<file path="src/rtl/fnn_input_sequencer.sv">
// fnn_input_sequencer: streams stored image pixels into a feed-forward network one at a time,
// then scores each returned classification against the label of the image's class block.
`default_nettype none

module fnn_input_sequencer #(
   parameter int INDATA_WIDTH     = 16,
   parameter int NO_OF_INPUTS     = 784,
   parameter int NO_OF_IMAGES     = 140,
   parameter int IMAGES_PER_CLASS = 20,
   parameter int ADDR_WIDTH       = 17
) (
   input  logic                    clk,
   input  logic                    restart,
   input  logic                    start,
   output logic                    mem_rd_en,
   output logic [ADDR_WIDTH-1:0]   mem_addr,
   input  logic [INDATA_WIDTH-1:0] mem_rdata,
   input  logic                    FNN_ready,
   input  logic                    FNN_ready_to_accept,
   output logic                    start_FNN,
   output logic                    ready_in,
   output logic [INDATA_WIDTH-1:0] input_image,
   input  logic [3:0]              max,
   input  logic                    finish_FNN,
   output logic                    fnn_restart,
   output logic [7:0]              no_of_images,
   output logic [7:0]              correctly_identified,
   output logic                    done
);

   localparam int CLS_W = (IMAGES_PER_CLASS > 1) ? $clog2(IMAGES_PER_CLASS) : 1;

   typedef enum logic [2:0] {
      S_IDLE        = 3'd0,
      S_WAIT_READY  = 3'd1,
      S_FETCH       = 3'd2,
      S_PRESENT     = 3'd3,
      S_WAIT_RESULT = 3'd4,
      S_SCORE       = 3'd5,
      S_DONE        = 3'd6
   } state_t;

   state_t                  state_q, state_d;
   logic [ADDR_WIDTH-1:0]   base_q, base_d;
   logic [ADDR_WIDTH-1:0]   pix_q, pix_d;
   logic [INDATA_WIDTH-1:0] img_q, img_d;
   logic                    first_q, first_d;
   logic [3:0]              max_q, max_d;
   logic [7:0]              nimg_q, nimg_d;
   logic [7:0]              ncorr_q, ncorr_d;
   logic [7:0]              label_q, label_d;
   logic [CLS_W-1:0]        cls_q, cls_d;

   assign no_of_images         = nimg_q;
   assign correctly_identified = ncorr_q;

   // Read data arrives during the first PRESENT cycle, so it is passed straight through
   // then and held from the register for the rest of the stall.
   assign input_image = first_q ? mem_rdata : img_q;

   always_comb begin
      state_d     = state_q;
      base_d      = base_q;
      pix_d       = pix_q;
      img_d       = first_q ? mem_rdata : img_q;
      first_d     = 1'b0;
      max_d       = max_q;
      nimg_d      = nimg_q;
      ncorr_d     = ncorr_q;
      label_d     = label_q;
      cls_d       = cls_q;
      mem_rd_en   = 1'b0;
      mem_addr    = '0;
      start_FNN   = 1'b0;
      ready_in    = 1'b0;
      fnn_restart = 1'b0;
      done        = 1'b0;

      case (state_q)
         S_IDLE, S_DONE: begin
            done = (state_q == S_DONE);
            if (start) begin
               nimg_d  = '0;
               ncorr_d = '0;
               label_d = '0;
               cls_d   = '0;
               base_d  = '0;
               pix_d   = '0;
               state_d = S_WAIT_READY;
            end
         end
         S_WAIT_READY: begin
            if (FNN_ready) state_d = S_FETCH;
         end
         S_FETCH: begin
            start_FNN = 1'b1;
            mem_rd_en = 1'b1;
            mem_addr  = base_q + pix_q;
            first_d   = 1'b1;
            state_d   = S_PRESENT;
         end
         S_PRESENT: begin
            start_FNN = 1'b1;
            ready_in  = 1'b1;
            if (FNN_ready_to_accept) begin
               pix_d   = pix_q + 1'b1;
               state_d = (32'(pix_d) < 32'(NO_OF_INPUTS)) ? S_FETCH : S_WAIT_RESULT;
            end
         end
         S_WAIT_RESULT: begin
            start_FNN = 1'b1;
            if (finish_FNN) begin
               max_d   = max;
               state_d = S_SCORE;
            end
         end
         S_SCORE: begin
            start_FNN   = 1'b1;
            fnn_restart = 1'b1;
            if (nimg_q != 8'hFF) nimg_d = nimg_q + 1'b1;
            if (max_q <= 4'd9 && {4'd0, max_q} == label_q && ncorr_q != 8'hFF)
               ncorr_d = ncorr_q + 1'b1;
            base_d = base_q + ADDR_WIDTH'(NO_OF_INPUTS);
            pix_d  = '0;
            if (32'(cls_q) == 32'(IMAGES_PER_CLASS - 1)) begin
               cls_d = '0;
               if (label_q != 8'hFF) label_d = label_q + 1'b1;
            end else begin
               cls_d = cls_q + 1'b1;
            end
            state_d = (32'(nimg_d) == 32'(NO_OF_IMAGES)) ? S_DONE : S_FETCH;
         end
         default: state_d = S_IDLE;
      endcase
   end

   always_ff @(posedge clk or posedge restart) begin
      if (restart) begin
         state_q <= S_IDLE;
         base_q  <= '0;
         pix_q   <= '0;
         img_q   <= '0;
         first_q <= 1'b0;
         max_q   <= '0;
         nimg_q  <= '0;
         ncorr_q <= '0;
         label_q <= '0;
         cls_q   <= '0;
      end else begin
         state_q <= state_d;
         base_q  <= base_d;
         pix_q   <= pix_d;
         img_q   <= img_d;
         first_q <= first_d;
         max_q   <= max_d;
         nimg_q  <= nimg_d;
         ncorr_q <= ncorr_d;
         label_q <= label_d;
         cls_q   <= cls_d;
      end
   end

endmodule

`default_nettype wire

</file>
<file path="config.mk">
export PLATFORM = sky130hd
export DESIGN_NAME = fnn_input_sequencer
export DESIGN_NICKNAME = d
export VERILOG_FILES = /design/src/rtl/fnn_input_sequencer.sv
export SDC_FILE = /design/constraint.sdc
export NUM_CORES = 1
export LEC_CHECK = 0
export ABC_CLOCK_PERIOD_IN_PS = 3980
export BUFFER_PORTS_ARGS = -buffer_cell sky130_fd_sc_hd__buf_2
export CAP_MARGIN = 20
export CORE_MARGIN = 5
export CORE_UTILIZATION = 50
export CTS_BUF_LIST = sky130_fd_sc_hd__clkbuf_8
export CTS_CLUSTER_DIAMETER = 30
export DETAILED_ROUTE_END_ITERATION = 6
export HOLD_SLACK_MARGIN = 0.15
export PLACE_DENSITY = 0.73
export SLEW_MARGIN = 20
export SYNTH_ARGS = -nofsm -noshare
export SYNTH_HDL_FRONTEND = slang
export SYNTH_SLANG_ARGS = --single-unit
</file>
<file path="constraint.sdc">
create_clock -name clk -period 3.98 [get_ports clk]
set_clock_uncertainty 0.2 [all_clocks]
set_input_delay 0.796 -clock clk [delete_from_list [all_inputs] [get_ports clk]]
set_output_delay 0.796 -clock clk [all_outputs]
set_load 0.02 [all_outputs]
</file>
Word-level counts from Yosys, hierarchy flattened. Cells that the tools add are included.

$add $sub $neg: 7. Multiply operators: 0. Div/mod/pow operators: 0. $lt $le $gt $ge: 2. Eq/ne operators: 19. Shift operators: 0. Mux-type cells: 30. Bitwise logic cells: 0. Reduce and logical (&&, ||, !) cells: 13.

Operator list (number): 2-to-1 mux 17 bit (3); case mux 17 bit (3 select lines) (1); 2-to-1 mux 8 bit (6); case mux 8 bit (2 select lines) (3); case mux 17 bit (2 select lines) (1); adder 8 x 1 -> 8 bit, second input constant (3); inequality test 8 bit, second input constant (3); 2-to-1 mux 3 bit (6); case mux 3 bit (6 select lines) (1); adder 17 x 1 -> 17 bit, second input constant (1); adder 17 x 10 -> 17 bit, second input constant (1); adder 17 bit (1); less-than comparator 17 x 10 -> 1 bit, second input constant (1); 2-to-1 mux 16 bit (1); inequality test 2 bit, second input constant (7); 2-to-1 mux 5 bit (2); case mux 5 bit (2 select lines) (1); equality test 3 bit, second input constant (3); equality test 4 x 8 -> 1 bit (1); equality test 8 bit, second input constant (1); AND reduction 4 bit (2); equality test 3 x 2 -> 1 bit, second input constant (2); AND reduction 3 bit (2); adder 5 x 1 -> 5 bit, second input constant (1); other kinds (11) (17).

Register bits: 87. Bits in latches: 0. Bits in writable memories: 0. ROM bits: 0. Memories kept: 0.

Logic depth before layout (Yosys ltp). Gate-level depths: netlist (run 1).

Depth in word-level cells: 6. Depth in mapped cells: 10.

Least setup slack after synthesis (run 1). OpenSTA, ideal clock, no wires.

Path kind: reg2out. Start: register pix_q[7]. End: output mem_addr[15]. Data arrival time: 2.171 ns. Data required time: 2.984 ns. Setup slack: 0.813 ns. Stages on the path, launching flop included: 7. Buffers on the path: 0. Cell sequence: dfrtp_1 > ha_1 > or4_1 > o2111ai_1 > a21oi_1 > o21a_1 > nor3_1.

Longest elaborated chain between the ends: 2.

Ends and longest elaborated chain: start, declared (line 45) `logic [ADDR_WIDTH-1:0] pix_q, pix_d;`; start signal, assigned (line 152) `pix_q <= pix_d;`; adder 17 bit (line 98) `mem_addr = base_q + pix_q;`; 2-to-1 mux 17 bit (line 79) `case (state_q)`; end, declared (line 16) `output logic [ADDR_WIDTH-1:0] mem_addr,`.

No other way between the ends.

Worst setup path after layout (run 1).
Start: register pix_q[7]. End: output mem_addr[14].

Same word-level chain as after synthesis.

==> summary.md, run 1 <==
| Metric | Value |
|---|---|
| Status | `completed` |
| Die area | `approximately 12000 um^2` |
| Netlist cell types | `60` |
| N_diodes | `0` |
| Synth Net Count | `around 580` |
| Reg2reg setup slack | `1.23 ns` |
| Global-route usage over all layers | `about a fifth` |
| GR Overflow Total | `0` |
| Vias per cell | `~5.7` |
| RSZ-0062 raised after global routing | `false` |
| Cts bufs inserted | `9` |
| CP Class | `register to primary output` |
| TNS Setup | `0 ns` |
| Crit. End Element | `primary output` |
| Leak | `approximately 2.6 nW` |
| Worst Hold Class | `register to register` |
| Final Cycle Share | `a little over 90%` |
| Std-Cell Rows | `36` |
| Arrival @ worst endpoint | `2.69 ns` |
| Starting DRT DRC Count | `415` |
| Wire length per cell | `between 15 and 20 um` |
| Yosys warnings | `0` |
| EDFF count, synth | `0` |
| Post-synthesis cell area | `about 5000 um^2` |
| Endpoints failing setup | `0` |
| Root buffer cell | `clkbuf_8` |
| CORE AREA | `about 9700 um^2` |
| Antenna viol nets, final | `0` |
| Max_cap viols | `0` |
| Fin nets | `approximately 650` |
| R2r worst-path depth | `8` |
| Fin. max-slew vios | `0` |
| Final WL | `between 10 and 15 mm` |
| Mean Syn Cell Area | `between 9 and 10 um^2` |
| Largest net degree at the start of global routing | `62` |
| Power per cell area | `slightly below 600 nW/um^2` |
| # clock sinks | `83` |
| Largest family of logic cells by synthesized area | `simple AND/OR/NAND/NOR gates` |
| Achievable Freq | `around 0.27 GHz` |
| Hold depth | `1` |
| Syn Inst Count | `approximately 540` |
| Vias in the first global route | `about 4100` |
| Yosys reg bits | `just over 80` |
| Area growth syn-to-layout | `13.5%` |
| Multiplexer share of the synthesized area | `between 6 and 7%` |
| CTS tree | `done` |
| Skew-Pair Late Insertion Delay | `0.36 ns` |
| Simple-Gate Fraction of Synth Area | `22.9%` |
| CP max FO | `9` |
| Die extent in x | `109 um` |
| Initial antenna violation count | `0` |
| First-pass GRT wire length | `about 20 mm` |
| DP HPWL | `about 8.2 mm` |
| Register area share after synthesis | `between 40% and 50%` |
| Worst slew margin | `approximately two fifths` |
| Worst-Margin Slew | `roughly 0.87 ns` |
| GP Congestion | `~0.91` |
| Minimum clock period | `3.69 ns` |
| Fraction of registers with async set/reset | `100%` |
| # IOs | `80` |
| H-tree depth | `3` |
| Die Ht | `~110 um` |
| Detailed Routing Iterations Pass 1 | `5` |
| Final Hold Viols | `0` |
| Data required time of the critical path | `2.98 ns` |
| Via count | `4241` |
| Peak supply drop | `around 0.34 mV` |
| Power Total | `~0.0032 W` |
| CTS max path bufs | `2` |
| Crit start category | `register` |
| CTS Hold Bufs | `0` |
| Proportion of layout cells with a drive suffix above 1 | `between 20% and 30%` |
| Residual DRC count | `0` |
| Synth Area in Compound Gates | `between 10% and 20%` |
| Post-Synth Adder-Cell Area | `approximately 4.6%` |
| Starting Density | `approximately 51%` |
| Final design utilization | `57.9%` |
| Post-Synth XOR/XNOR Area | `~5.5%` |
| Input/output buffers | `79` |
| Clock slew at reported path FFs | `around 0.090 ns` |
| Top FF cell, synth | `dfrtp_1` |
==> synthesized netlist by cell type (all sizes together) (4+ instances only) <==
cell type / n / share of area (%)
nor3: 17 / 1.7
a211oi: 4 / 0.61
nand2b: 4 / 0.51
a21o: 4 / 0.61
dfrtp: 83 / 42
xnor2: 9 / 1.6
mux2i: 8 / 1.6
and2: 10 / 1.3
nand4: 12 / 1.5
xor2: 22 / 3.9
buf: 15 / 1.6
a31oi: 5 / 0.63
and3: 12 / 1.5
and3b: 4 / 0.71
o21ai: 50 / 5.1
nand2: 48 / 3.7
clkbuf: 13 / 0.99
o21a: 6 / 0.91
a21oi: 25 / 2.5
mux2: 21 / 4.8
and4: 5 / 0.89
nor2: 53 / 4.0
ha: 18 / 4.6
nand3: 38 / 3.9
inv: 11 / 0.84
nor2b: 4 / 0.66
==> area by class of cell <==
| class | count | area (um^2) |
|---|---|---|
| timing repair buffer | 81 | 410 |
| clock buffer | 9 | 124 |
| multi-input combinational | 417 | 2700 |
| inverter | 11 | 43.8 |
| fill | 895 | 4080 |
| tap | 133 | 166 |
| sequential | 83 | 2080 |
| clock inverter | 7 | 87.6 |
==> flip-flops by register name, summed over array words and instances, names as in the netlist <==
signal / count
base_q: 13
cls_q: 5
correctly_identified: 8
first_q: 1
img_q: 16
label_q: 8
max_q: 4
no_of_images: 8
pix_q: 17
state_q: 3
==> metal layers <==
metal | GRT usage [%] | vias up | routed length, um
met2 | 32.8 | 145 | 5450
met5 | 0 | - | 0
li1 | - | 2064 | -
met3 | 4.35 | 16 | 655
met4 | 6.06 | 0 | 183
met1 | 27.7 | 2016 | 5210
==> metrics by stage <==
| stage | setup WS [ns] | instances | area, um^2 | hold slack [ns] |
|---|---|---|---|---|
| 3_3_place_gp | 0.796 | 725 | 5390 | 0.276 |
| 2_1_floorplan | 0.813 | 539 | 4940 | 0.265 |
| 5_1_grt | 0.0371 | 741 | 5600 | 0.322 |
| 3_5_place_dp | 0.690 | 725 | 5390 | 0.283 |
| 4_1_cts | 0.288 | 741 | 5600 | 0.306 |
| 6_report | 0.289 | 741 | 5600 | 0.299 |
==> where the power goes <==
group | total [W] | internal (W) | switching, W
Sequential | 0.00133 | 0.00106 | 0.000262
Clock | 0.000653 | 0.000308 | 0.000345
Combinational | 0.00126 | 0.000473 | 0.000791
==> cell families (layout without fill, tap and decap cells) <==
group,count (synthesis),after routing
simple gates,220,220
fa+ha+maj,18,18
xor+xnor,31,31
buf+inv,39,108
mux,29,29
flops,83,83
compound gates,119,119
==> cells in the final DEF, fill, tap and decap left out, types with 12 or more instances in the layout <==
cell type	synthesis	routed
nor3_1	17	17
and3_1	12	12
mux2_2	21	21
a21oi_1	25	25
ha_1	18	18
xor2_1	22	22
buf_2	11	79
nand2_1	47	47
nor2_1	53	53
nand4_1	12	12
o21ai_0	50	50
dfrtp_1	83	83
nand3_1	38	38
==> worst max-delay path, stage by stage, from the launching register on <==
cell	delay, ns
dfrtp_1	0.48
ha_1	0.24
or4_1	0.57
o2111ai_1	0.32
a21boi_0	0.22
o21ai_0	0.16
nor3b_2	0.16
buf_2	0.18
==> what timing repair did <==
action | 4_1_cts | 5_1_grt
buffers inserted | 0 | 0
hold endpoints to repair | 0 | 0
gates resized for setup | 0 | 1
setup endpoints to repair | 0 | 1
==> worst paths after layout <==
kind / end / start
worst max-delay path: mem_addr[14] / pix_q[7]
worst min-delay path: base_q[16] / base_q[16]
worst max register to register: correctly_identified[6] / state_q[0]
worst min register to register: base_q[16] / base_q[16]
max in group asynchronous: pix_q[4] / restart
min in group asynchronous: label_q[0] / restart
(Power assumes the default switching activity.)
==> run 2: changes to the inputs <==
--- a/config.mk
+++ b/config.mk
@@ -6,15 +6,15 @@
 export NUM_CORES = 1
 export LEC_CHECK = 0
 export ABC_CLOCK_PERIOD_IN_PS = 3980
-export BUFFER_PORTS_ARGS = -buffer_cell sky130_fd_sc_hd__buf_2
 export CAP_MARGIN = 20
 export CORE_MARGIN = 5
 export CORE_UTILIZATION = 50
 export CTS_BUF_LIST = sky130_fd_sc_hd__clkbuf_8
 export CTS_CLUSTER_DIAMETER = 30
 export DETAILED_ROUTE_END_ITERATION = 6
+export DONT_BUFFER_PORTS = 1
 export HOLD_SLACK_MARGIN = 0.15
-export PLACE_DENSITY = 0.73
+export PLACE_DENSITY = 0.66
 export SLEW_MARGIN = 20
 export SYNTH_ARGS = -nofsm -noshare
 export SYNTH_HDL_FRONTEND = slang
==> run 2 against run 1 <==
Power shrank 8.0%. First-iteration DRC count shrank 52%. Critical path depth is the same. Global-route usage shrank 1.3 points. Final cell count shrank 10%. Register-to-register slack lost 0.03 ns. Fmax shrank 0.27%. Clock-buffer cell count is the same. Routed wire length shrank 3.8%. Cell area shrank 6.8%. Critical path type unchanged. Critical endpoint unchanged.
==> summary.md, run 2 (synthesis gave the netlist of run 1 again) <==
| Metric | Value |
|---|---|
| Max reg flops | `17 (unchanged)` |
| Leak | `2.28 nW (-13%)` |
| Initial antenna violation count | `0 (unchanged)` |
| First-pass GRT wire length | `17.9 mm (-7.7%)` |
| Global-route usage over all layers | `19.0% (-1.3 points)` |
| Worst slew margin | `43.3% (+1.4 points)` |
| Proportion of layout cells with a drive suffix above 1 | `10.9% (-11 points)` |
| Endpoints failing setup | `0 (unchanged)` |
| Clock slew at reported path FFs | `0.09 ns (about the same)` |
| Post-CTS Resized | `0 (unchanged)` |
| GP Congestion | `0.883 (-3.1%)` |
| Fin nets | `573 (-11%)` |
| Worst-Margin Slew | `0.847 ns (-0.0211 ns)` |
| CP Class | `register to primary output` |
| R2r worst-path depth | `6 (-2)` |
| Family with the most delay on the worst path | `compound AO/OA/AOI/OAI gates` |
| Residual DRC count | `0 (unchanged)` |
| # clock sinks | `83 (unchanged)` |
| Achievable Freq | `0.270 GHz (-0.27%)` |
| Worst Hold Class | `primary input to asynchronous set/reset pin` |
| CP bufs+invs | `0 (-1)` |
| H-tree depth | `3 (unchanged)` |
| Starting Density | `51.0% (unchanged)` |
| Vias in the first global route | `3665 (-9.8%)` |
| Worst setup path startpoint | `base_q[5]` |
| TNS Setup | `0 ns (unchanged)` |
| Biggest regs | `pix_q: 17 flops, img_q: 16 flops, base_q: 13 flops` |
| Die area | `12000 um^2 (unchanged)` |
| Antenna viol nets, final | `0 (unchanged)` |
| Register area | `2080 um^2 (unchanged)` |
| Fin. max-slew vios | `0 (unchanged)` |
| Final Cycle Share | `93.0% (+0.25 points)` |
| Multi-input gate area | `2690 um^2 (-0.19%)` |
| Std-Cell Rows | `36 (unchanged)` |
| Arrival @ worst endpoint | `2.70 ns (about the same)` |
| Minimum clock period | `3.70 ns (+0.0101 ns)` |
| Area growth syn-to-layout | `5.78%` |
| Final Hold Viols | `0 (unchanged)` |
| Reg2reg setup slack | `1.20 ns (-0.03 ns)` |
| Peak supply drop | `0.262 mV (-22%)` |
| Starting DRT DRC Count | `200 (-52%)` |
| Post-CTS Setup Inserts | `0 (unchanged)` |
| Slowest-stage cell, CP | `dfrtp_1` |
| Input/output buffers | `0 (-100%)` |
| DP HPWL | `7.90 mm (-3.2%)` |
| Die extent in x | `109 um (unchanged)` |
| Most frequent cells in the layout | `83 x dfrtp_1, 53 x nor2_1, 50 x o21ai_0` |
| N_diodes | `0 (unchanged)` |
| Crit start category | `register` |
| CP max FO | `5 (-4)` |
| Die Ht | `109 um (unchanged)` |
| Largest Register | `pix_q` |
| Root buffer cell | `clkbuf_8` |
| Slowest stage delay, CP | `0.44 ns (-0.13 ns)` |
| Crit. End Element | `primary output` |
| Critical path cell sequence | `ha_1, a211oi_1, nor2_1, o2111ai_1, a21boi_0, o21ai_0, nor3b_2` |
| CTS max path bufs | `2 (unchanged)` |
| Wire length per cell | `16.6 um (+6.9%)` |
| Final WL | `11.1 mm (-3.8%)` |
| Power per cell area | `571 nW/um^2 (-1.4%)` |
| Max_cap viols | `0 (unchanged)` |
| Vias per cell | `5.94 (+3.9%)` |
| Data required time of the critical path | `2.98 ns (about the same)` |
| RSZ-0062 raised after global routing | `false` |
| Detailed Routing Iterations Pass 1 | `5 (unchanged)` |
| CTS tree | `done` |
| Most common cell after layout, fill and taps aside | `dfrtp_1` |
| CTS Hold Bufs | `0 (unchanged)` |
| Largest net degree at the start of global routing | `45 (-27%)` |
| Via count | `3965 (-6.5%)` |
| Cts bufs inserted | `9 (unchanged)` |
| Status | `completed` |
| Fin Hold WS | `0.194 ns (-0.105 ns)` |
| Skew-Pair Late Insertion Delay | `0.36 ns (about the same)` |
| # IOs | `80 (unchanged)` |
| GR Overflow Total | `0 (unchanged)` |
| Worst r2r src | `state_q[1]` |
| CP Depth | `7 (unchanged)` |
| Final design utilization | `53.9% (-3.9 points)` |
| CORE AREA | `9680 um^2 (unchanged)` |
| Fillers | `879 (-1.8%)` |
[run 2: where the power goes]
group / total, W / switching [W] / internal (W)
clock network: 0.000574 / 0.000337 / 0.000238
registers: 0.00140 / 0.000338 / 0.00106
logic: 0.00101 / 0.000664 / 0.000343
total: 0.00298 / 0.00134 / 0.00164
[run 2: final cells by class]
cell class,count,share of cell area (%)
multi-input combinational,417,51.5
tap,133,3.19
sequential,83,39.8
timing repair buffer,7,1.25
clock inverter,7,1.13
clock buffer,9,2.37
inverter,11,0.814
[run 2: through the flow]
step | total power [W] | setup slack, ns | cell area [um^2] | cells
after global placement | 0.00239 | 0.736 | 5040 | 651
after floorplan | 0.00224 | 0.813 | 4940 | 539
after detailed placement | 0.00243 | 0.691 | 5040 | 651
after CTS | 0.00300 | 0.269 | 5220 | 667
after global routing | 0.00318 | 0.0404 | 5220 | 667
final | 0.00298 | 0.279 | 5220 | 667
[run 2: layer usage]
| layer | vias up | share of wire (%) | routed length (um) | track usage (%) |
|---|---|---|---|---|
| li1 | 1912 | - | - | - |
| met1 | 1891 | 47 | 5160 | 25.2 |
| met2 | 148 | 44 | 4900 | 29.5 |
| met3 | 14 | 7.7 | 853 | 6.28 |
| met4 | 0 | 1.3 | 148 | 6.14 |
| met5 | - | 0 | 0 | 0 |
[run 2: final timing paths]
| kind | end |
|---|---|
| min | img_q[10] |
| min reg2reg | base_q[16] |
| max | mem_addr[14] |
| max reg2reg | pix_q[15] |
| max in group asynchronous | pix_q[0] |
| min in group clk | base_q[16] |
